$ cat src/rtl/traffic_light_monitor.sv
// traffic_light_monitor
// Receive-side checker for the two-direction traffic-light lamp bus.
// The EW and SN lamp vectors are registered every cycle. Each sampled pair is
// decoded into a combined phase. The block measures how many samples each
// phase lasts and keeps sticky flags for lamp faults and sequencing faults.
//
// Ports
//   clk            : rising-edge clock
//   reset          : asynchronous, active-high reset
//   light_ew_rgyl  : EW lamps, [3]=red [2]=green [1]=yellow [0]=left-turn
//   light_sn_rgyl  : SN lamps, same bit order
//   clr_err        : synchronous clear of the four sticky error flags
//   phase          : decoded phase (0 ALL_RED .. 6 SN_L, 7 ILLEGAL)
//   phase_valid    : one-cycle pulse whenever phase changes
//   last_len       : sample count of the phase that just ended (saturating)
//   phase_count    : number of phase changes, wraps modulo 2^16
//   err_conflict   : sticky, both directions non-red in one sample
//   err_code       : sticky, a lamp vector was not exactly one-hot
//   err_seq        : sticky, illegal phase transition
//   err_timeout    : sticky, a phase lasted MAX_CYCLES samples
module traffic_light_monitor #(
  parameter int CNT_W      = 8,
  parameter int MAX_CYCLES = 200
) (
  input  logic             clk,
  input  logic             reset,
  input  logic [3:0]       light_ew_rgyl,
  input  logic [3:0]       light_sn_rgyl,
  input  logic             clr_err,
  output logic [2:0]       phase,
  output logic             phase_valid,
  output logic [CNT_W-1:0] last_len,
  output logic [15:0]      phase_count,
  output logic             err_conflict,
  output logic             err_code,
  output logic             err_seq,
  output logic             err_timeout
);

  typedef enum logic [2:0] {
    ALL_RED = 3'd0,
    EW_G    = 3'd1,
    EW_Y    = 3'd2,
    EW_L    = 3'd3,
    SN_G    = 3'd4,
    SN_Y    = 3'd5,
    SN_L    = 3'd6,
    ILLEGAL = 3'd7
  } phase_e;

  logic [3:0]       ewQ, snQ;
  logic             sampleValidQ;
  logic             firstQ, firstD;
  phase_e           phaseQ, phaseD;
  logic             validQ, validD;
  logic [CNT_W-1:0] cntQ, cntD;
  logic [CNT_W-1:0] lastLenQ, lastLenD;
  logic [15:0]      countQ, countD;
  logic             errConflictQ, errConflictD;
  logic             errCodeQ, errCodeD;
  logic             errSeqQ, errSeqD;
  logic             errTimeoutQ, errTimeoutD;

  logic   codeBad, conflict, ewRed, snRed;
  logic   hitSeq, hitTimeout;
  phase_e decoded;

  // Returns 1 when moving from one phase to a different one is allowed.
  // Anything into or out of ILLEGAL falls through to the default.
  function automatic logic legalMove(input phase_e from, input phase_e to);
    logic ok;
    ok = 1'b0;
    case (from)
      ALL_RED: ok = (to == EW_G) || (to == EW_L) || (to == SN_G) || (to == SN_L);
      EW_G:    ok = (to == EW_L) || (to == EW_Y);
      EW_L:    ok = (to == EW_Y);
      EW_Y:    ok = (to == ALL_RED) || (to == SN_G) || (to == SN_L);
      SN_G:    ok = (to == SN_L) || (to == SN_Y);
      SN_L:    ok = (to == SN_Y);
      SN_Y:    ok = (to == ALL_RED) || (to == EW_G) || (to == EW_L);
      default: ok = 1'b0;
    endcase
    return ok;
  endfunction

  // Decode of the sampled lamp pair. A lamp-code fault masks the conflict
  // check, so at most one of the two fault flags is raised per sample.
  // Once both vectors are one-hot, a direction is red exactly when bit 3 is set.
  always_comb begin
    codeBad  = !$onehot(ewQ) || !$onehot(snQ);
    ewRed    = ewQ[3];
    snRed    = snQ[3];
    conflict = !codeBad && !ewRed && !snRed;
    decoded  = ALL_RED;
    if (codeBad || conflict) begin
      decoded = ILLEGAL;
    end else if (ewRed && snRed) begin
      decoded = ALL_RED;
    end else if (!ewRed) begin
      case (ewQ)
        4'b0100: decoded = EW_G;
        4'b0010: decoded = EW_Y;
        default: decoded = EW_L;
      endcase
    end else begin
      case (snQ)
        4'b0100: decoded = SN_G;
        4'b0010: decoded = SN_Y;
        default: decoded = SN_L;
      endcase
    end
  end

  // Phase tracking, length counting and error flag next-state.
  // The first decoded sample after reset only loads the phase and counter.
  // A flag raised in the same cycle as clr_err stays set.
  always_comb begin
    firstD     = firstQ;
    phaseD     = phaseQ;
    validD     = 1'b0;
    cntD       = cntQ;
    lastLenD   = lastLenQ;
    countD     = countQ;
    hitSeq     = 1'b0;
    hitTimeout = 1'b0;
    if (sampleValidQ) begin
      if (firstQ) begin
        firstD = 1'b0;
        phaseD = decoded;
        cntD   = {{(CNT_W-1){1'b0}}, 1'b1};
      end else if (decoded != phaseQ) begin
        phaseD   = decoded;
        validD   = 1'b1;
        lastLenD = cntQ;
        cntD     = {{(CNT_W-1){1'b0}}, 1'b1};
        countD   = countQ + 16'd1;
        hitSeq   = !legalMove(phaseQ, decoded);
      end else if (cntQ != {CNT_W{1'b1}}) begin
        cntD = cntQ + {{(CNT_W-1){1'b0}}, 1'b1};
      end
      hitTimeout = (cntD == CNT_W'(MAX_CYCLES));
    end
    errConflictD = (errConflictQ && !clr_err) || (sampleValidQ && conflict);
    errCodeD     = (errCodeQ && !clr_err) || (sampleValidQ && codeBad);
    errSeqD      = (errSeqQ && !clr_err) || hitSeq;
    errTimeoutD  = (errTimeoutQ && !clr_err) || hitTimeout;
  end

  // All state, including the lamp sample stage, in one register block.
  // sampleValidQ keeps the reset-cleared sample registers from being decoded
  // as a lamp-code fault on the first edge after reset.
  always_ff @(posedge clk or posedge reset) begin
    if (reset) begin
      ewQ          <= 4'd0;
      snQ          <= 4'd0;
      sampleValidQ <= 1'b0;
      firstQ       <= 1'b1;
      phaseQ       <= ALL_RED;
      validQ       <= 1'b0;
      cntQ         <= '0;
      lastLenQ     <= '0;
      countQ       <= 16'd0;
      errConflictQ <= 1'b0;
      errCodeQ     <= 1'b0;
      errSeqQ      <= 1'b0;
      errTimeoutQ  <= 1'b0;
    end else begin
      ewQ          <= light_ew_rgyl;
      snQ          <= light_sn_rgyl;
      sampleValidQ <= 1'b1;
      firstQ       <= firstD;
      phaseQ       <= phaseD;
      validQ       <= validD;
      cntQ         <= cntD;
      lastLenQ     <= lastLenD;
      countQ       <= countD;
      errConflictQ <= errConflictD;
      errCodeQ     <= errCodeD;
      errSeqQ      <= errSeqD;
      errTimeoutQ  <= errTimeoutD;
    end
  end

  assign phase        = phaseQ;
  assign phase_valid  = validQ;
  assign last_len     = lastLenQ;
  assign phase_count  = countQ;
  assign err_conflict = errConflictQ;
  assign err_code     = errCodeQ;
  assign err_seq      = errSeqQ;
  assign err_timeout  = errTimeoutQ;

endmodule

$ cat config.mk
export PLATFORM = sky130hd
export DESIGN_NAME = traffic_light_monitor
export DESIGN_NICKNAME = d
export VERILOG_FILES = /design/src/rtl/traffic_light_monitor.sv
export SDC_FILE = /design/constraint.sdc
export NUM_CORES = 1
export LEC_CHECK = 0
export ABC_AREA = 1
export ABC_CLOCK_PERIOD_IN_PS = 6850
export CAP_MARGIN = 10
export CORE_MARGIN = 3
export CORE_UTILIZATION = 55
export DETAILED_ROUTE_END_ITERATION = 10
export PLACE_DENSITY = 0.82
export RECOVER_POWER = 100
export SYNTH_ARGS = -nofsm -noshare
export SYNTH_HDL_FRONTEND = slang
export SYNTH_SLANG_ARGS = --single-unit
$ cat constraint.sdc
create_clock -name clk -period 6.85 [get_ports clk]
set_input_delay 1.37 -clock clk [delete_from_list [all_inputs] [get_ports clk]]
set_output_delay 1.37 -clock clk [all_outputs]
set_load 0.01 [all_outputs]
==> run metrics <==
status=finished with violations; failing checks=max-capacitance violations, max-slew violations; Min Hold Slack=0.4712 ns; Clock Tree Buf Depth=2; Root Buffer Master=clkbuf_8; asr flop ratio synth=100.0%; H-tree depth=2; setup violators final=0; DIE HEIGHT=76.34 um; initial core utilization=59.62%; Synth cell types=35; First-pass DRT Iterations=4; chip width=76.34 um; cells along the critical path=inv_1 > fa_1 > inv_1 > ha_1 > ha_1 > nor2_2 > nand3_1 > nor2_1 > nand2_2 > nand2_1 > nand2_1 > nor2_1 > nand2_1 > nand2_1 > clkinvlp_2 > nand3_1 > nand2_1; ys flop type=dfrtp_1; Power Density=266.8 nW/um2; crit end category=flip-flop; most used cell, CP=nand2_1; Clock Skews=0.007090 ns; die area=5828 um2; Total Routing Usage GR=19.34%; Syn. warnings=0; drt total wl=5386 um; initial antenna violation count=0; Sink Count=50; max-slew violations=51; total gr overflow=0; Antenna Cells=0; class of the most critical setup path=flip-flop to flip-flop; num rows=24; CP arrival=4.39 ns; total CTS buffers=5; vias per cell=5.108; boundary pin count=43; Avg WL per Cell=12.41 um; synthesis-to-layout area growth=18.39%; Static Leak=1.625 nW; RSZ-0062 raised after global routing=no; PortBufs=42; core box area=4564 um2; Reg clk slew, reported paths=0.08 ns; vias in the first global route=2149; Residual DRC=0; Max Clk Rate=0.2375 GHz; Post-Synthesis Cells=325; synthesized area=2721 um2; Post-CTS Setup Bufs=0; fraction of layout cells with a size suffix above 1=5.149%; Seq cells post-synth=50; setup TNS=0 ns; largest net degree at the start of global routing=51; CP Launch Type=flip-flop; TritonCTS clock tree=done; max cap viols=1; Final Hold Vio Count=0; hold buffer count at CTS=0; min Tclk post-route=4.210 ns; first-pass GRT wire length=9404 um; worst stage delay on the critical path=0.61 ns; part of the cycle the worst path needs=61.46%; Worst VDD drop=0.1275 mV; critical path data required time=7.03 ns; FILL cells=382; NumNets Final=391; via count=2217; Slew @ Worst Pin=1.780 ns; Detailed Place HPWL=4060 um; Rel. slew slack=-18.80%; type of the worst min-delay path=flip-flop to flip-flop; synthesized net count=348; CTS resizes=0; DR iter-0 viols=194; latest clock arrival within the worst-skew pair=0.30 ns; Worst Path Max Fanout=27; Slowest cell on crit path=clkinvlp_2; sequential share of the synthesized area=46.02%; Avg Inst Size Synth=8.373 um2; Post-DRT Antenna Nets=0; EDFF count, synth=0; RePlAce Congestion=0.9064
==> report_power, final <==
group	leakage, nW	total, mW	internal [mW]	switching [mW]
Clock	0.0524	0.201	0.109	0.0917
Sequential	0.642	0.398	0.339	0.0583
Combinational	0.930	0.261	0.107	0.154
Total	1.62	0.860	0.556	0.304
==> worst max-delay path: cells and delay by family, from the launching register on <==
kind	cells	cell delay [ns]
flops	1	0.39
fa+ha+maj	3	0.92
simple gates	11	2.06
buf+inv	3	0.73
==> area by class of cell <==
class / instances / area [um2] / share of cell area (%)
clock buffers: 7 / 76.32 / 2.369
repair buffers: 42 / 420.4 / 13.05
flip-flops and latches: 50 / 1252 / 38.87
inverters: 52 / 196.4 / 6.097
clock inverters: 1 / 30.03 / 0.9320
multi-input cells: 217 / 1165 / 36.16
well taps: 65 / 81.33 / 2.524
==> metal layers <==
layer,GRT usage [%],vias to the layer above,share of wire (%)
li1,-,1117,-
met1,25.17,1037,47
met2,33.30,57,48
met3,2.955,6,3.9
met4,5.797,0,1.1
met5,0,-,0
==> cells in the final DEF (no fill, tap or decap), types with 4 or more instances in the layout <==
master | netlist | layout
clkbuf_8 | 0 | 5
o21ai_0 | 14 | 25
nand2_1 | 77 | 79
dfrtp_1 | 49 | 49
nand4_1 | 6 | 6
dlygate4sd3_1 | 0 | 41
nor2_1 | 17 | 21
inv_1 | 47 | 48
a21oi_1 | 5 | 5
ha_1 | 10 | 10
xor2_1 | 14 | 14
nand3_1 | 26 | 28
nor3_1 | 9 | 9
nand2_2 | 4 | 4
==> cell families (layout without fill, tap and decap cells) <==
kind of cell	Yosys count	after routing	share of synthesized area, %
AOI/OAI and AO/OA	35	35	7.357
DFF	50	50	46.02
xor gates and xnor gates	16	16	5.150
other	1	1	0.1378
and+or+nand+nor	153	153	26.48
buffers and inverters	58	102	8.782
adders and majority gates	12	12	6.069
==> final timing paths <==
path                                     from                    to  slack (ns)  cells after the start
setup / recovery             ewQ[3]$_DFF_PP0_     err_seq$_DFF_PP0_        2.64                     17
hold / removal             firstQ$_DFFE_PP1P_    firstQ$_DFFE_PP1P_        0.47                      2
setup reg to reg             ewQ[3]$_DFF_PP0_     err_seq$_DFF_PP0_        2.64                     17
hold reg to reg            firstQ$_DFFE_PP1P_    firstQ$_DFFE_PP1P_        0.47                      2
max in group asynchronous               reset      snQ[3]$_DFF_PP0_        3.73                      2
min in group asynchronous               reset  phase[2]$_DFFE_PP0P_        2.08                      2
==> cell usage after synthesis (all sizes together), types with 3 or more instances <==
| cell | instances | share of area, % |
|---|---|---|
| dfrtp | 49 | 45 |
| clkbuf | 3 | 0.41 |
| ha | 10 | 4.6 |
| nor3 | 9 | 1.7 |
| nor2 | 25 | 4.7 |
| a21oi | 5 | 0.92 |
| nand2 | 83 | 13 |
| nand4 | 6 | 1.4 |
| nand3 | 28 | 5.5 |
| o21ai | 25 | 5.0 |
| inv | 52 | 7.3 |
| xor2 | 14 | 4.5 |
| buf | 3 | 1.1 |
==> sequential cells by signal, summed over array words and instances, names as in the netlist, 3 cells and up <==
register	cells
phase_count	16
cntQ	8
last_len	8
ewQ	4
snQ	4
phase	3
==> per-stage QoR <==
step | instances | cell area (um2) | utilization [%] | power (mW) | setup slack [ns]
6_report | 434 | 3222 | 70.59 | 0.8596 | 2.640
3_3_place_gp | 426 | 3182 | 69.71 | 0.6935 | 4.046
5_1_grt | 434 | 3222 | 70.59 | 0.9206 | 2.149
4_1_cts | 434 | 3288 | 72.04 | 0.9063 | 3.957
3_5_place_dp | 426 | 3182 | 69.71 | 0.7026 | 3.967
2_1_floorplan | 325 | 2721 | - | 0.5890 | 4.208
No activity file was read; power rests on OpenSTA's default activity.
